File: config.mk
export PLATFORM = sky130hd
export DESIGN_NAME = counter_readout_sequencer
export DESIGN_NICKNAME = d
export VERILOG_FILES = /design/src/rtl/counter_readout_sequencer_pkg.sv /design/src/rtl/select_strobe_timer.sv /design/src/rtl/counter_readout_sequencer.sv
export SDC_FILE = /design/constraint.sdc
export NUM_CORES = 1
export LEC_CHECK = 0
export ABC_CLOCK_PERIOD_IN_PS = 2700
export BUFFER_PORTS_ARGS = -buffer_cell sky130_fd_sc_hd__buf_2
export CORE_MARGIN = 2
export CORE_UTILIZATION = 40
export CTS_BUF_LIST = sky130_fd_sc_hd__clkbuf_8
export DETAILED_ROUTE_END_ITERATION = 16
export PLACE_DENSITY = 0.68
export SETUP_SLACK_MARGIN = 0.5
export SYNTH_ARGS = -nofsm -noshare
export SYNTH_HDL_FRONTEND = slang
export SYNTH_SLANG_ARGS = --single-unit
File: constraint.sdc
create_clock -name clk -period 2.7 [get_ports clk]
set_input_delay 0.27 -clock clk [delete_from_list [all_inputs] [get_ports clk]]
set_output_delay 0.27 -clock clk [all_outputs]
set_load 0.05 [all_outputs]
File: src/rtl/counter_readout_sequencer_pkg.sv
// Shared types and constants for the counter readout sequencer.
// Holds the FSM state enum, channel/byte geometry, the default flag
// signature and a helper producing an active-low one-hot byte select.
package counter_readout_sequencer_pkg;

  localparam int unsigned NUM_CH        = 8;
  localparam int unsigned BYTES_PER_CNT = 4;
  localparam int unsigned BYTE_W        = 8;
  localparam int unsigned CH_W          = 3;
  localparam int unsigned BIDX_W        = 2;
  localparam int unsigned SETTLE_W      = 4;
  localparam int unsigned CNT_W_DEF     = 27;

  localparam logic [BYTE_W-1:0] DEF_SIGNATURE = 8'hAA;

  typedef enum logic [2:0] {
    ST_IDLE   = 3'd0,
    ST_FLAG   = 3'd1,
    ST_GAP    = 3'd2,
    ST_NEXTCH = 3'd3,
    ST_BYTE   = 3'd4,
    ST_PUSH   = 3'd5,
    ST_DONE   = 3'd6
  } state_t;

  // Active-low select with only byte 'idx' pulled low.
  function automatic logic [BYTES_PER_CNT-1:0] byte_sel_n(input logic [BIDX_W-1:0] idx);
    byte_sel_n = ~(BYTES_PER_CNT'(1) << idx);
  endfunction

endpackage

File: src/rtl/select_strobe_timer.sv
// Settle-cycle counter shared by the flag check and byte reads.
// While run_i is held, counts SETTLE_CYCLES cycles and then raises
// sample_c_o (combinational) for the cycle whose closing edge samples the bus.
// Ports: clk, reset (sync, active-high), run_i (select window active),
//        sample_c_o (capture on the coming edge).
module select_strobe_timer
  import counter_readout_sequencer_pkg::*;
#(
  parameter int unsigned SETTLE_CYCLES = 2
) (
  input  logic clk,
  input  logic reset,
  input  logic run_i,
  output logic sample_c_o
);

  logic [SETTLE_W-1:0] cnt_q;
  logic [SETTLE_W-1:0] cnt_d;
  logic                at_end;

  assign at_end     = (cnt_q == SETTLE_W'(SETTLE_CYCLES));
  assign sample_c_o = run_i && at_end;

  // Restart from zero whenever the window closes or completes.
  always_comb begin
    cnt_d = '0;
    if (run_i && !at_end) begin
      cnt_d = cnt_q + SETTLE_W'(1);
    end
  end

  always_ff @(posedge clk) begin
    if (reset) begin
      cnt_q <= '0;
    end else begin
      cnt_q <= cnt_d;
    end
  end

endmodule

File: src/rtl/counter_readout_sequencer.sv
// Bus-master reader for the 8-channel counter register interface.
// On start: checks the flag signature, then for each enabled channel walks
// the four active-low byte selects, reassembles the 27-bit count and offers
// it on a valid/ready port.
// Ports: clk, reset (sync, active-high), start, chan_mask,
//        sel_flag / sel_cntr_tbuf1..8 (active-low selects), tc_flag_in,
//        count_in1..8, rd_data/rd_chan/rd_valid/rd_ready (result port),
//        busy, done, sig_err, fmt_err (status).
module counter_readout_sequencer
  import counter_readout_sequencer_pkg::*;
#(
  parameter int unsigned       SETTLE_CYCLES = 2,
  parameter logic [BYTE_W-1:0] SIGNATURE     = DEF_SIGNATURE,
  parameter int unsigned       CNT_W         = CNT_W_DEF
) (
  input  logic                     clk,
  input  logic                     reset,
  input  logic                     start,
  input  logic [NUM_CH-1:0]        chan_mask,
  output logic                     sel_flag,
  output logic [BYTES_PER_CNT-1:0] sel_cntr_tbuf1,
  output logic [BYTES_PER_CNT-1:0] sel_cntr_tbuf2,
  output logic [BYTES_PER_CNT-1:0] sel_cntr_tbuf3,
  output logic [BYTES_PER_CNT-1:0] sel_cntr_tbuf4,
  output logic [BYTES_PER_CNT-1:0] sel_cntr_tbuf5,
  output logic [BYTES_PER_CNT-1:0] sel_cntr_tbuf6,
  output logic [BYTES_PER_CNT-1:0] sel_cntr_tbuf7,
  output logic [BYTES_PER_CNT-1:0] sel_cntr_tbuf8,
  input  logic [BYTE_W-1:0]        tc_flag_in,
  input  logic [BYTE_W-1:0]        count_in1,
  input  logic [BYTE_W-1:0]        count_in2,
  input  logic [BYTE_W-1:0]        count_in3,
  input  logic [BYTE_W-1:0]        count_in4,
  input  logic [BYTE_W-1:0]        count_in5,
  input  logic [BYTE_W-1:0]        count_in6,
  input  logic [BYTE_W-1:0]        count_in7,
  input  logic [BYTE_W-1:0]        count_in8,
  output logic [CNT_W-1:0]         rd_data,
  output logic [CH_W-1:0]          rd_chan,
  output logic                     rd_valid,
  input  logic                     rd_ready,
  output logic                     busy,
  output logic                     done,
  output logic                     sig_err,
  output logic                     fmt_err
);

  state_t state_q, state_d;
  state_t ret_q,   ret_d;    // where GAP goes next

  logic [NUM_CH-1:0]                     mask_q,   mask_d;
  logic [CH_W-1:0]                       chan_q,   chan_d;
  logic [BIDX_W-1:0]                     byte_q,   byte_d;
  logic [CNT_W-1:0]                      asm_q,    asm_d;
  logic                                  sig_err_q, sig_err_d;
  logic                                  fmt_err_q, fmt_err_d;
  logic                                  sel_flag_q, sel_flag_d;
  logic [NUM_CH-1:0][BYTES_PER_CNT-1:0]  sel_q,    sel_d;
  logic                                  rd_valid_q, rd_valid_d;
  logic                                  busy_q,   busy_d;
  logic                                  done_q,   done_d;

  logic [BYTE_W-1:0] cnt_bus [NUM_CH];
  logic [BYTE_W-1:0] cur_byte;
  logic [CH_W-1:0]   pe_idx;
  logic              pe_any;
  logic              sample;
  logic              timer_run;

  assign cnt_bus[0] = count_in1;
  assign cnt_bus[1] = count_in2;
  assign cnt_bus[2] = count_in3;
  assign cnt_bus[3] = count_in4;
  assign cnt_bus[4] = count_in5;
  assign cnt_bus[5] = count_in6;
  assign cnt_bus[6] = count_in7;
  assign cnt_bus[7] = count_in8;
  assign cur_byte   = cnt_bus[chan_q];

  assign timer_run = (state_q == ST_FLAG) || (state_q == ST_BYTE);

  select_strobe_timer #(
    .SETTLE_CYCLES (SETTLE_CYCLES)
  ) u_timer (
    .clk        (clk),
    .reset      (reset),
    .run_i      (timer_run),
    .sample_c_o (sample)
  );

  // Lowest set bit of the remaining mask wins.
  always_comb begin
    pe_idx = '0;
    pe_any = |mask_q;
    for (int i = NUM_CH - 1; i >= 0; i--) begin
      if (mask_q[i]) begin
        pe_idx = CH_W'(i);
      end
    end
  end

  // Next-state, datapath and registered-output next values.
  always_comb begin
    state_d   = state_q;
    ret_d     = ret_q;
    mask_d    = mask_q;
    chan_d    = chan_q;
    byte_d    = byte_q;
    asm_d     = asm_q;
    sig_err_d = sig_err_q;
    fmt_err_d = fmt_err_q;

    case (state_q)
      ST_IDLE: begin
        if (start) begin
          mask_d    = chan_mask;
          sig_err_d = 1'b0;
          fmt_err_d = 1'b0;
          state_d   = ST_FLAG;
        end
      end
      ST_FLAG: begin
        if (sample) begin
          state_d = ST_GAP;
          if (tc_flag_in != SIGNATURE) begin
            sig_err_d = 1'b1;
            ret_d     = ST_DONE;
          end else begin
            ret_d     = ST_NEXTCH;
          end
        end
      end
      ST_GAP: begin
        state_d = ret_q;
        if (ret_q == ST_BYTE) begin
          byte_d = byte_q + BIDX_W'(1);
        end
      end
      ST_NEXTCH: begin
        if (!pe_any) begin
          state_d = ST_DONE;
        end else begin
          chan_d         = pe_idx;
          mask_d[pe_idx] = 1'b0;
          byte_d         = '0;
          state_d        = ST_BYTE;
        end
      end
      ST_BYTE: begin
        if (sample) begin
          case (byte_q)
            2'd0: asm_d[7:0]   = cur_byte;
            2'd1: asm_d[15:8]  = cur_byte;
            2'd2: asm_d[23:16] = cur_byte;
            default: begin
              // Top byte carries only three count bits; the rest must be zero.
              asm_d[26:24] = cur_byte[2:0];
              if (|cur_byte[7:3]) begin
                fmt_err_d = 1'b1;
              end
            end
          endcase
          state_d = ST_GAP;
          ret_d   = (byte_q == 2'd3) ? ST_PUSH : ST_BYTE;
        end
      end
      ST_PUSH: begin
        if (rd_ready) begin
          state_d = ST_NEXTCH;
        end
      end
      ST_DONE: begin
        state_d = ST_IDLE;
      end
      default: begin
        state_d = ST_IDLE;
      end
    endcase
  end

  // Output next values follow the next state so outputs align with state_q.
  always_comb begin
    sel_flag_d = (state_d != ST_FLAG);
    sel_d      = '1;
    if (state_d == ST_BYTE) begin
      sel_d[chan_d] = byte_sel_n(byte_d);
    end
    rd_valid_d = (state_d == ST_PUSH);
    busy_d     = !((state_d == ST_IDLE) || (state_d == ST_DONE));
    done_d     = (state_d == ST_DONE);
  end

  always_ff @(posedge clk) begin
    if (reset) begin
      state_q    <= ST_IDLE;
      ret_q      <= ST_IDLE;
      mask_q     <= '0;
      chan_q     <= '0;
      byte_q     <= '0;
      asm_q      <= '0;
      sig_err_q  <= 1'b0;
      fmt_err_q  <= 1'b0;
      sel_flag_q <= 1'b1;
      sel_q      <= '1;
      rd_valid_q <= 1'b0;
      busy_q     <= 1'b0;
      done_q     <= 1'b0;
    end else begin
      state_q    <= state_d;
      ret_q      <= ret_d;
      mask_q     <= mask_d;
      chan_q     <= chan_d;
      byte_q     <= byte_d;
      asm_q      <= asm_d;
      sig_err_q  <= sig_err_d;
      fmt_err_q  <= fmt_err_d;
      sel_flag_q <= sel_flag_d;
      sel_q      <= sel_d;
      rd_valid_q <= rd_valid_d;
      busy_q     <= busy_d;
      done_q     <= done_d;
    end
  end

  assign sel_flag       = sel_flag_q;
  assign sel_cntr_tbuf1 = sel_q[0];
  assign sel_cntr_tbuf2 = sel_q[1];
  assign sel_cntr_tbuf3 = sel_q[2];
  assign sel_cntr_tbuf4 = sel_q[3];
  assign sel_cntr_tbuf5 = sel_q[4];
  assign sel_cntr_tbuf6 = sel_q[5];
  assign sel_cntr_tbuf7 = sel_q[6];
  assign sel_cntr_tbuf8 = sel_q[7];
  assign rd_data        = asm_q;
  assign rd_chan        = chan_q;
  assign rd_valid       = rd_valid_q;
  assign busy           = busy_q;
  assign done           = done_q;
  assign sig_err        = sig_err_q;
  assign fmt_err        = fmt_err_q;

endmodule

==> impl_metrics.csv, run 1 <==
group,metric,value,unit
synth,syn_nets,462,
hold_path,hold_end,"mask_q[1]",
setup_path,crit_arrival,2.37,ns
timing,finalHoldViolations,0,
power,seq_power_share,54.6,%
global_route,antenna_found_initial,0,
run,drv_cap,0,
timing,rsz0062_at_grt,"no",
timing,holdWs,0.1408,ns
power,p_leak,2.009,nW
routing,ant_nets,0,
setup_path,crit_required,2.93,ns
cells_and_area,finalNetCount,624,
power,ir_drop,378.7,uV
timing,period_needed,2.138,ns
cells_and_area,drive_above_1_share,45.27,%
synth,ys_ff_latch,88,
global_route,grt_pass1_vias,3180,
clocking,cts_buffer_depth,2,
clocking,clock_sinks,88,
global_route,grt_overflow,0,
placed_design,routabilityCongestion,0.8209,
global_route,grt_usage,19.38,%
synth,syn_inst,372,
placed_design,port_buffers,151,
timing,relSlewSlack,33.28,%
routing,wl,10740,um
synth,ys.flop_type,"dfxtp_1",
routing,firstDrtPassIters,4,
synth,synth.area.top_cells,"dfxtp_1 (45%), mux4_2 (9.3%), nand4_1 (5.3%), a211oi_1 (5.2%), nor2_1 (4.8%)",
clocking,insertion_delay,0.36,ns
hold_path,holdPathStages,3,
setup_path,timing.critical_path.slowest_cell_delay,0.59,ns
clocking,cts_buffers,9,
routing,wl_per_cell,16.08,um
power,p_int,1.785,mW
routing,drt_iter0_markers,189,
setup_path,crit_slowest_cell,"or4_4",
power,switching_power,0.6452,mW
placed_design,placed_area,0.004737,mm2
placed_design,place_hpwl,7776,um
power,p_sw_share,26.55,%
synth,avgSynthCellArea,10.42,um2
setup_path,crit_type,"flop to flop",
global_route,grt_pass1_wl,15840,um
die,pin_count,152,
synth,yosysTopAreaCell,"dfxtp_1",
routing,num_vias,3498,
synth,synth_area,0.003877,mm2
die,row_count,35,
timing,setup_tns,0,ns
timing,setup-violations-final,0,
die,die_h,102.5,um
setup_path,end_kind,"flop",
clocking,clkTransAtPathRegs,0.11,ns
synth,synthTopCellsByCount,"dfxtp_1 (88), nor2_1 (50), nand4_1 (33)",
setup_path,crit_fanout,8,
synth,ys_seq_area_share,45.43,%
routing,vias_per_cell,5.237,
synth,synth_most_common_cell,"dfxtp_1",
routing,drc,0,
die,die_w,102.5,um
synth,yosys.area.top_type_share,45.43,%
clocking,cts_root_buf,"clkbuf_8",
timing,worst_pin_slew,0.9982,ns
timing,max_freq,0.4678,GHz
setup_path,cp_cell_sequence,"or4_4 > o21ai_4 > a22oi_4 > nor4_4 > buf_4 > nand4_1",
power,clkPwrFrac,36.5,%
clocking,cts_max_level,3,
synth,ys_types,55,
setup_path,r2r_end,"sel_cntr_tbuf6[3]",
hold_path,min_from,"chan_mask[1]",
synth,ys_async_sr_fraction,0,%
synth,synth_edf_count,0,
synth,yosys_warnings,0,
hold_path,hold_path_class,"primary input to flop",
power,pwr-share-comb,8.9,%
setup_path,worstRegToRegCells,6,
setup_path,cp-start-kind,"flop",
global_route,grt_max_degree,50,
setup_path,r2r-start,"mask_q[0]",
timing,fin_crit_sh,79.18,%
cells_and_area,syn2layout_area_growth,31.82,%
clocking,cts_tree,"built",
cells_and_area,fin_util,54.80,%
setup_path,r2r_slack,0.56,ns
clocking,hold_buffers,0,
timing,finClkSkew,0.01883,ns
cells_and_area,antenna_cells,0,
power,power_density,475.4,mW/mm2
die,die-area,0.01050,mm2
timing,slew_violations,0,
die,initial_utilization,41.57,%
outcome,status,"finished, final reports clean",
die,core_area,0.009328,mm2
cells_and_area,finalInstanceArea,0.005111,mm2
-- worst max-delay path, delay by kind of cell, from the launching register on --
family          cells  cell delay [ns]
buf+inv             1             0.20
simple gates        3             0.98
compound gates      2             0.46
flops               1             0.37
-- timing repair --
action / in CTS / in global routing
resized for setup: 5 / 13
setup buffers: 4 / 13
pin swaps: 4 / 6
setup endpoints to repair: 34 / 41
-- cell families (layout without fill, tap and decap cells) --
group | count (synthesis) | in the layout | synth area share (%)
buf+inv | 35 | 202 | 4.421
fa+ha+maj | 6 | 6 | 1.936
simple gates | 141 | 141 | 21.52
mux | 25 | 25 | 11.62
xor+xnor | 4 | 4 | 0.9037
compound gates | 73 | 73 | 14.17
flops | 88 | 88 | 45.43
-- layout by cell type, fill, tap and decap left out, types with 3 or more instances in the layout --
cell,n
mux4_2,16
a21oi_1,16
nor2_1,50
inv_8,3
nor3b_1,3
nand3_1,4
o211ai_1,6
o21ai_0,3
dfxtp_1,82
clkbuf_8,9
and3_1,3
a211oi_1,27
mux2i_1,9
buf_2,151
dfxtp_2,4
or4_4,3
nand4_1,33
inv_1,6
nand2_1,16
nor2b_1,4
o21a_1,4
inv_6,3
ha_1,5
buf_4,28
-- per-stage QoR --
step / setup slack [ns] / std cells / power (mW)
6_report: 0.5622 / 668 / 2.430
4_1_cts: 0.5106 / 655 / 2.445
5_1_grt: 0.4774 / 668 / 2.532
3_3_place_gp: 0.3022 / 635 / 1.563
3_5_place_dp: 0.1788 / 635 / 1.568
2_1_floorplan: 0.5423 / 372 / 1.474
-- routing by layer --
| metal | global-route usage (%) | wire, um | vias to the layer above |
|---|---|---|---|
| li1 | - | - | 1724 |
| met1 | 27.19 | 4809 | 1677 |
| met2 | 30.02 | 5399 | 93 |
| met3 | 4.993 | 484 | 4 |
| met4 | 4.615 | 48 | 0 |
| met5 | 0 | 0 | - |
-- how the worst max path moves through the flow --
stage / from / to / slack, ns / depth (start not counted)
6_report: mask_q[0] / sel_cntr_tbuf6[3] / 0.56 / 6
5_1_grt: u_timer.cnt_q[0] / sel_cntr_tbuf6[2] / 0.48 / 8
4_1_cts: u_timer.cnt_q[0] / sel_cntr_tbuf7[0] / 0.51 / 7
3_5_place_dp: u_timer.cnt_q[0] / sel_cntr_tbuf1[3] / 0.18 / 7
3_3_place_gp: u_timer.cnt_q[0] / sel_cntr_tbuf5[2] / 0.30 / 7
2_1_floorplan: rd_chan[0] / fmt_err / 0.54 / 7
-- layout make-up --
class / count / area [um2]
clock inverters: 7 / 68.82
flip-flops and latches: 88 / 1774
inverters: 6 / 22.52
repair buffers: 180 / 977.2
multi-input cells: 249 / 1983
well taps: 129 / 161.4
clock buffers: 9 / 123.9
fillers: 850 / 4217
-- sequential cells by signal, indices dropped and copies added, names as in the netlist, 2 cells and up --
| register | flops |
|---|---|
| byte_q | 2 |
| sel_cntr_tbuf4 | 4 |
| rd_data | 27 |
| sel_cntr_tbuf1 | 4 |
| sel_cntr_tbuf3 | 4 |
| sel_cntr_tbuf2 | 4 |
| sel_cntr_tbuf5 | 4 |
| mask_q | 8 |
| rd_chan | 3 |
| sel_cntr_tbuf7 | 4 |
| u_timer.cnt_q | 4 |
| sel_cntr_tbuf6 | 4 |
| ret_q | 3 |
| sel_cntr_tbuf8 | 4 |
| state_q | 3 |
-- power groups by stage --
| stage | sequential (mW) | combinational [mW] | clock (mW) |
|---|---|---|---|
| after floorplan | 1.36 | 0.112 | 0 |
| final | 1.33 | 0.216 | 0.887 |
| after detailed placement | 1.36 | 0.210 | 0 |
| after global routing | 1.33 | 0.235 | 0.967 |
| after global placement | 1.36 | 0.206 | 0 |
| after CTS | 1.33 | 0.211 | 0.907 |
Note: power is estimated with default switching activity, not from simulation.
==> run 2: changes to the inputs <==
- ABC_CLOCK_PERIOD_IN_PS: 2700 -> 1900
- PLACE_DENSITY: 0.68 -> 0.7
- clock period: 2.7 -> 1.9 ns (I/O delays scaled with it)
==> impl_metrics.csv, run 2 (synthesis results as in run 1) <==
group,metric,value,unit
setup_path,crit_cells,6,
setup_path,timing.critical_path.slowest_cell_delay,0.56,ns
cells_and_area,drive_above_1_share,65.09,%
setup_path,cp-start-kind,"flop",
clocking,cts_buffers,9,
clocking,clock_sinks,88,
clocking,cts_buffer_depth,2,
cells_and_area,register_area,0.001788,mm2
clocking,hold_buffers,0,
timing,slew_violations,0,
die,die_h,102.5,um
cells_and_area,mostFrequentLayoutCells,"buf_2 (151), dfxtp_1 (77), buf_4 (57), nand4_1 (33), buf_6 (31)",
placed_design,pre_cts_ws,-0.2664,ns
routing,ant_nets,0,
routing,drc,0,
setup_path,crit_buf_inv,1,
cells_and_area,antenna_cells,0,
power,finalPower,3.635,mW
routing,num_vias,3986,
power,clkPwrFrac,35.5,%
clocking,cts_max_level,3,
timing,relSlewSlack,51.90,%
setup_path,cp_cell_sequence,"or4_4 > o21a_1 > a21oi_4 > nor4b_4 > buf_6 > nand4_1",
hold_path,hold_path_class,"primary input to flop",
placed_design,place_hpwl,8571,um
setup_path,crit_arrival,2.27,ns
clocking,clkTransAtPathRegs,0.11,ns
timing,period_needed,2.020,ns
setup_path,r2r_end,"sel_cntr_tbuf4[2]",
global_route,grt_overflow,0,
timing,rsz0062_at_grt,"yes",
power,ir_drop,344.3,uV
setup_path,crit_slowest_cell,"or4_4",
global_route,grt_max_degree,49,
cells_and_area,largest_reg_flops,27,
setup_path,worstRegToRegCells,6,
cells_and_area,syn2layout_area_growth,66.92,%
setup_path,critPathTopFamily,"simple AND/OR/NAND/NOR gates",
placed_design,routabilityCongestion,0.8086,
die,core_area,0.009328,mm2
die,row_count,35,
clocking,cts_root_buf,"clkbuf_8",
setup_path,r2r-start,"ret_q[1]",
die,die_w,102.5,um
outcome,violations,"setup timing",
power,p_int,2.611,mW
cells_and_area,fill_cells,660,
timing,worst_pin_slew,0.7215,ns
timing,finClkSkew,0.02188,ns
cells_and_area,finalNetCount,698,
power,seq_power_share,51.6,%
global_route,grt_pass1_wl,18630,um
cells_and_area,fin_util,69.39,%
die,initial_utilization,41.57,%
clocking,insertion_delay,0.37,ns
setup_path,r2r_slack,-0.12,ns
run,drv_cap,0,
setup_path,crit_type,"flop to flop",
cells_and_area,multi_input_area,0.002461,mm2
setup_path,critical_path.endpoint,"sel_cntr_tbuf4[2]",
setup_path,crit_required,2.15,ns
timing,worst_slack,-0.1196,ns
power,pwr-share-comb,12.9,%
cells_and_area,final_common_cell,"buf_2",
power,switching_power,1.024,mW
timing,max_freq,0.4952,GHz
timing,finalHoldViolations,0,
timing,setup_tns,-2.294,ns
routing,firstDrtPassIters,4,
routing,drt_iter0_markers,174,
setup_path,startpoint,"ret_q[1]",
global_route,grt_usage,22.80,%
global_route,grt_pass1_vias,3737,
power,p_sw_share,28.18,%
global_route,antenna_found_initial,0,
clocking,cts_tree,"built",
timing,fin_crit_sh,106.3,%
routing,wl,13450,um
power,p_leak,2.618,nW
die,die-area,0.01050,mm2
routing,wl_per_cell,18.13,um
setup_path,crit_fanout,8,
power,power_density,561.6,mW/mm2
timing,setup-violations-final,34,
setup_path,end_kind,"flop",
placed_design,port_buffers,151,
die,pin_count,152,
outcome,status,"finished, violations left",
routing,vias_per_cell,5.372,
## run 2: timing repair
item                                    4_1_cts  5_1_grt
pin swaps                                    32       25
endpoints found under the setup margin       91       90
setup buffers                                10       26
gates cloned                                  4        3
gates resized for setup                      63       88
## run 2: area by class of cell
| cell class | instances | area share [%] |
|---|---|---|
| Inverter | 6 | 0.3480 |
| Tap cell | 129 | 2.494 |
| Multi-Input combinational cell | 249 | 38.02 |
| Clock buffer | 9 | 1.914 |
| Sequential cell | 88 | 27.62 |
| Timing Repair Buffer | 254 | 28.40 |
| Clock inverter | 7 | 1.199 |
## run 2: worst min path at each step
stage,cells past startpoint,slack [ns],startpoint,to
after floorplan,2,0.32,chan_mask[0],mask_q[0]
after global placement,3,0.44,chan_mask[0],mask_q[0]
after detailed placement,3,0.44,chan_mask[1],mask_q[1]
after CTS,3,0.05,chan_mask[1],mask_q[1]
after global routing,3,0.06,chan_mask[4],mask_q[4]
final,3,0.06,chan_mask[1],mask_q[1]
## run 2: power by group through the flow
stage	combinational [mW]	sequential, mW	clock (mW)
after global routing	0.499	1.88	1.37
after detailed placement	0.382	1.92	0
after global placement	0.372	1.92	0
final	0.470	1.87	1.29
after CTS	0.434	1.87	1.30
after floorplan	0.172	1.94	0
## run 2: per-layer routing
metal | GRT usage (%) | wire [um] | share of wire, % | up-vias
met4 | 7.795 | 199 | 1.5 | 0
li1 | - | - | - | 1871
met2 | 37.86 | 6996 | 52 | 140
met5 | 0 | 0 | 0 | -
met3 | 5.951 | 797 | 5.9 | 20
met1 | 28.80 | 5455 | 41 | 1955
## run 2: per-stage QoR
stage / instances / cell area, um2 / hold WS, ns
finish: 742 / 6472 / 0.06116
global route: 742 / 6472 / 0.06250
CTS: 713 / 5886 / 0.05276
detailed placement: 683 / 5205 / 0.4355
global placement: 683 / 5205 / 0.4362
floorplan: 372 / 4054 / 0.3185
## run 2: worst min-delay path, cell delays in order
cell and delay [ns]:
buf_2 0.10, nand2_1 0.05, a21oi_1 0.05
==> run 3: changes to the inputs <==
- ABC_CLOCK_PERIOD_IN_PS: 1900 -> 1660
- clock period: 1.9 -> 1.66 ns (I/O delays scaled with it)
==> impl_metrics.csv, run 3 (synthesis results as in run 1) <==
group,metric,value,unit
timing,relSlewSlack,64.88,%
cells_and_area,finalNetCount,705,
cells_and_area,drive_above_1_share,64.35,%
clocking,cts_tree,"built",
die,pin_count,152,
setup_path,r2r_slack,-0.37,ns
timing,setup-violations-final,72,
clocking,clkTransAtPathRegs,0.10,ns
global_route,grt_overflow,0,
setup_path,crit_fanout,8,
cells_and_area,fill_cells,611,
die,row_count,35,
routing,drc,0,
timing,rsz0062_at_grt,"yes",
clocking,cts_buffers,9,
clocking,clock_sinks,88,
cells_and_area,antenna_cells,0,
die,die-area,0.01050,mm2
routing,wl,14620,um
clocking,cts_buffer_depth,2,
routing,num_vias,4119,
outcome,status,"finished, violations left",
global_route,grt_pass1_vias,3929,
global_route,grt_pass1_wl,19870,um
outcome,violations,"setup timing",
timing,finalHoldViolations,0,
routing,firstDrtPassIters,4,
global_route,antenna_found_initial,0,
power,finalPower,4.231,mW
setup_path,end_kind,"flop",
global_route,grt_max_degree,28,
run,drv_cap,0,
die,initial_utilization,41.57,%
cells_and_area,final_common_cell,"buf_2",
placed_design,place_hpwl,8613,um
placed_design,port_buffers,151,
setup_path,cp-start-kind,"flop",
routing,ant_nets,0,
cells_and_area,syn2layout_area_growth,73.86,%
power,ir_drop,511.2,uV
placed_design,routabilityCongestion,0.9075,
timing,finClkSkew,0.01960,ns
clocking,cts_root_buf,"clkbuf_8",
timing,worst_pin_slew,0.5223,ns
timing,period_needed,2.029,ns
power,p_leak,2.677,nW
die,core_area,0.009328,mm2
placed_design,pre_cts_ws,-0.3966,ns
routing,drt_iter0_markers,167,
hold_path,hold_path_class,"primary input to flop",
global_route,grt_usage,24.62,%
timing,slew_violations,0,
timing,fin_crit_sh,122.2,%
routing,vias_per_cell,5.499,
clocking,cts_max_level,3,
power,power_density,627.6,mW/mm2
clocking,insertion_delay,0.37,ns
setup_path,crit_type,"flop to flop",
timing,setup_tns,-13.87,ns
timing,max_freq,0.4929,GHz
cells_and_area,mostFrequentLayoutCells,"buf_2 (113), dfxtp_1 (76), buf_4 (51), buf_6 (44), nor2_1 (36)",
setup_path,crit_arrival,2.27,ns
cells_and_area,largest_reg_flops,27,
die,die_h,102.5,um
cells_and_area,fin_util,72.27,%
routing,wl_per_cell,19.52,um
die,die_w,102.5,um
setup_path,crit_required,1.90,ns
timing,worst_slack,-0.3687,ns
run 3: worst max-delay path, cell delays in order, from the launching register on:
cell and delay [ns]:
dfxtp_4 0.38, or4_4 0.50, o21a_1 0.22, a21oi_4 0.25
nor4b_4 0.25, buf_4 0.19, nand4_1 0.10
run 3: power by group:
part / switching [mW] / internal (mW)
sequential: 0.0164 / 2.13
combinational: 0.280 / 0.314
clock: 0.904 / 0.591
total: 1.20 / 3.03
run 3: final timing paths:
path | startpoint | end | cells after the start
max reg2reg | state_q[2] | sel_cntr_tbuf7[2] | 6
max | state_q[2] | sel_cntr_tbuf7[2] | 6
min | chan_mask[2] | mask_q[2] | 3
min reg2reg | fmt_err | fmt_err | 2
run 3: repair_timing:
action | CTS | global route
hold endpoints to repair | 0 | 0
setup buffers | 22 | 13
cloned | 1 | 4
gates resized for setup | 107 | 84
hold buffers | 0 | 0
setup endpoints to repair | 96 | 122
pin swaps | 28 | 31
run 3: cell type report:
type	count	area [um2]	area share (%)
sequential	88	1792	26.58
tap	129	161.4	2.394
multi-input combinational	249	2426	35.99
clock inverter	7	73.82	1.095
inverter	6	22.52	0.3341
clock buffer	9	123.9	1.837
timing repair buffer	261	2142	31.77
run 3: per-layer routing:
metal / up-vias / GRT usage [%] / routed length, um
met1: 1997 / 30.16 / 5443
met4: 0 / 8.410 / 409
met3: 37 / 5.677 / 993
met2: 202 / 42.53 / 7771
met5: - / 0 / 0
li1: 1883 / - / -
run 3: stage by stage:
stage                     hold WS (ns)  cells  area, um2
after floorplan                 0.2945    372       4064
after global placement          0.3998    693       5365
after detailed placement        0.4158    693       5365
after CTS                      0.02037    732       6216
after global routing           0.02645    749       6741
final                          0.02577    749       6741
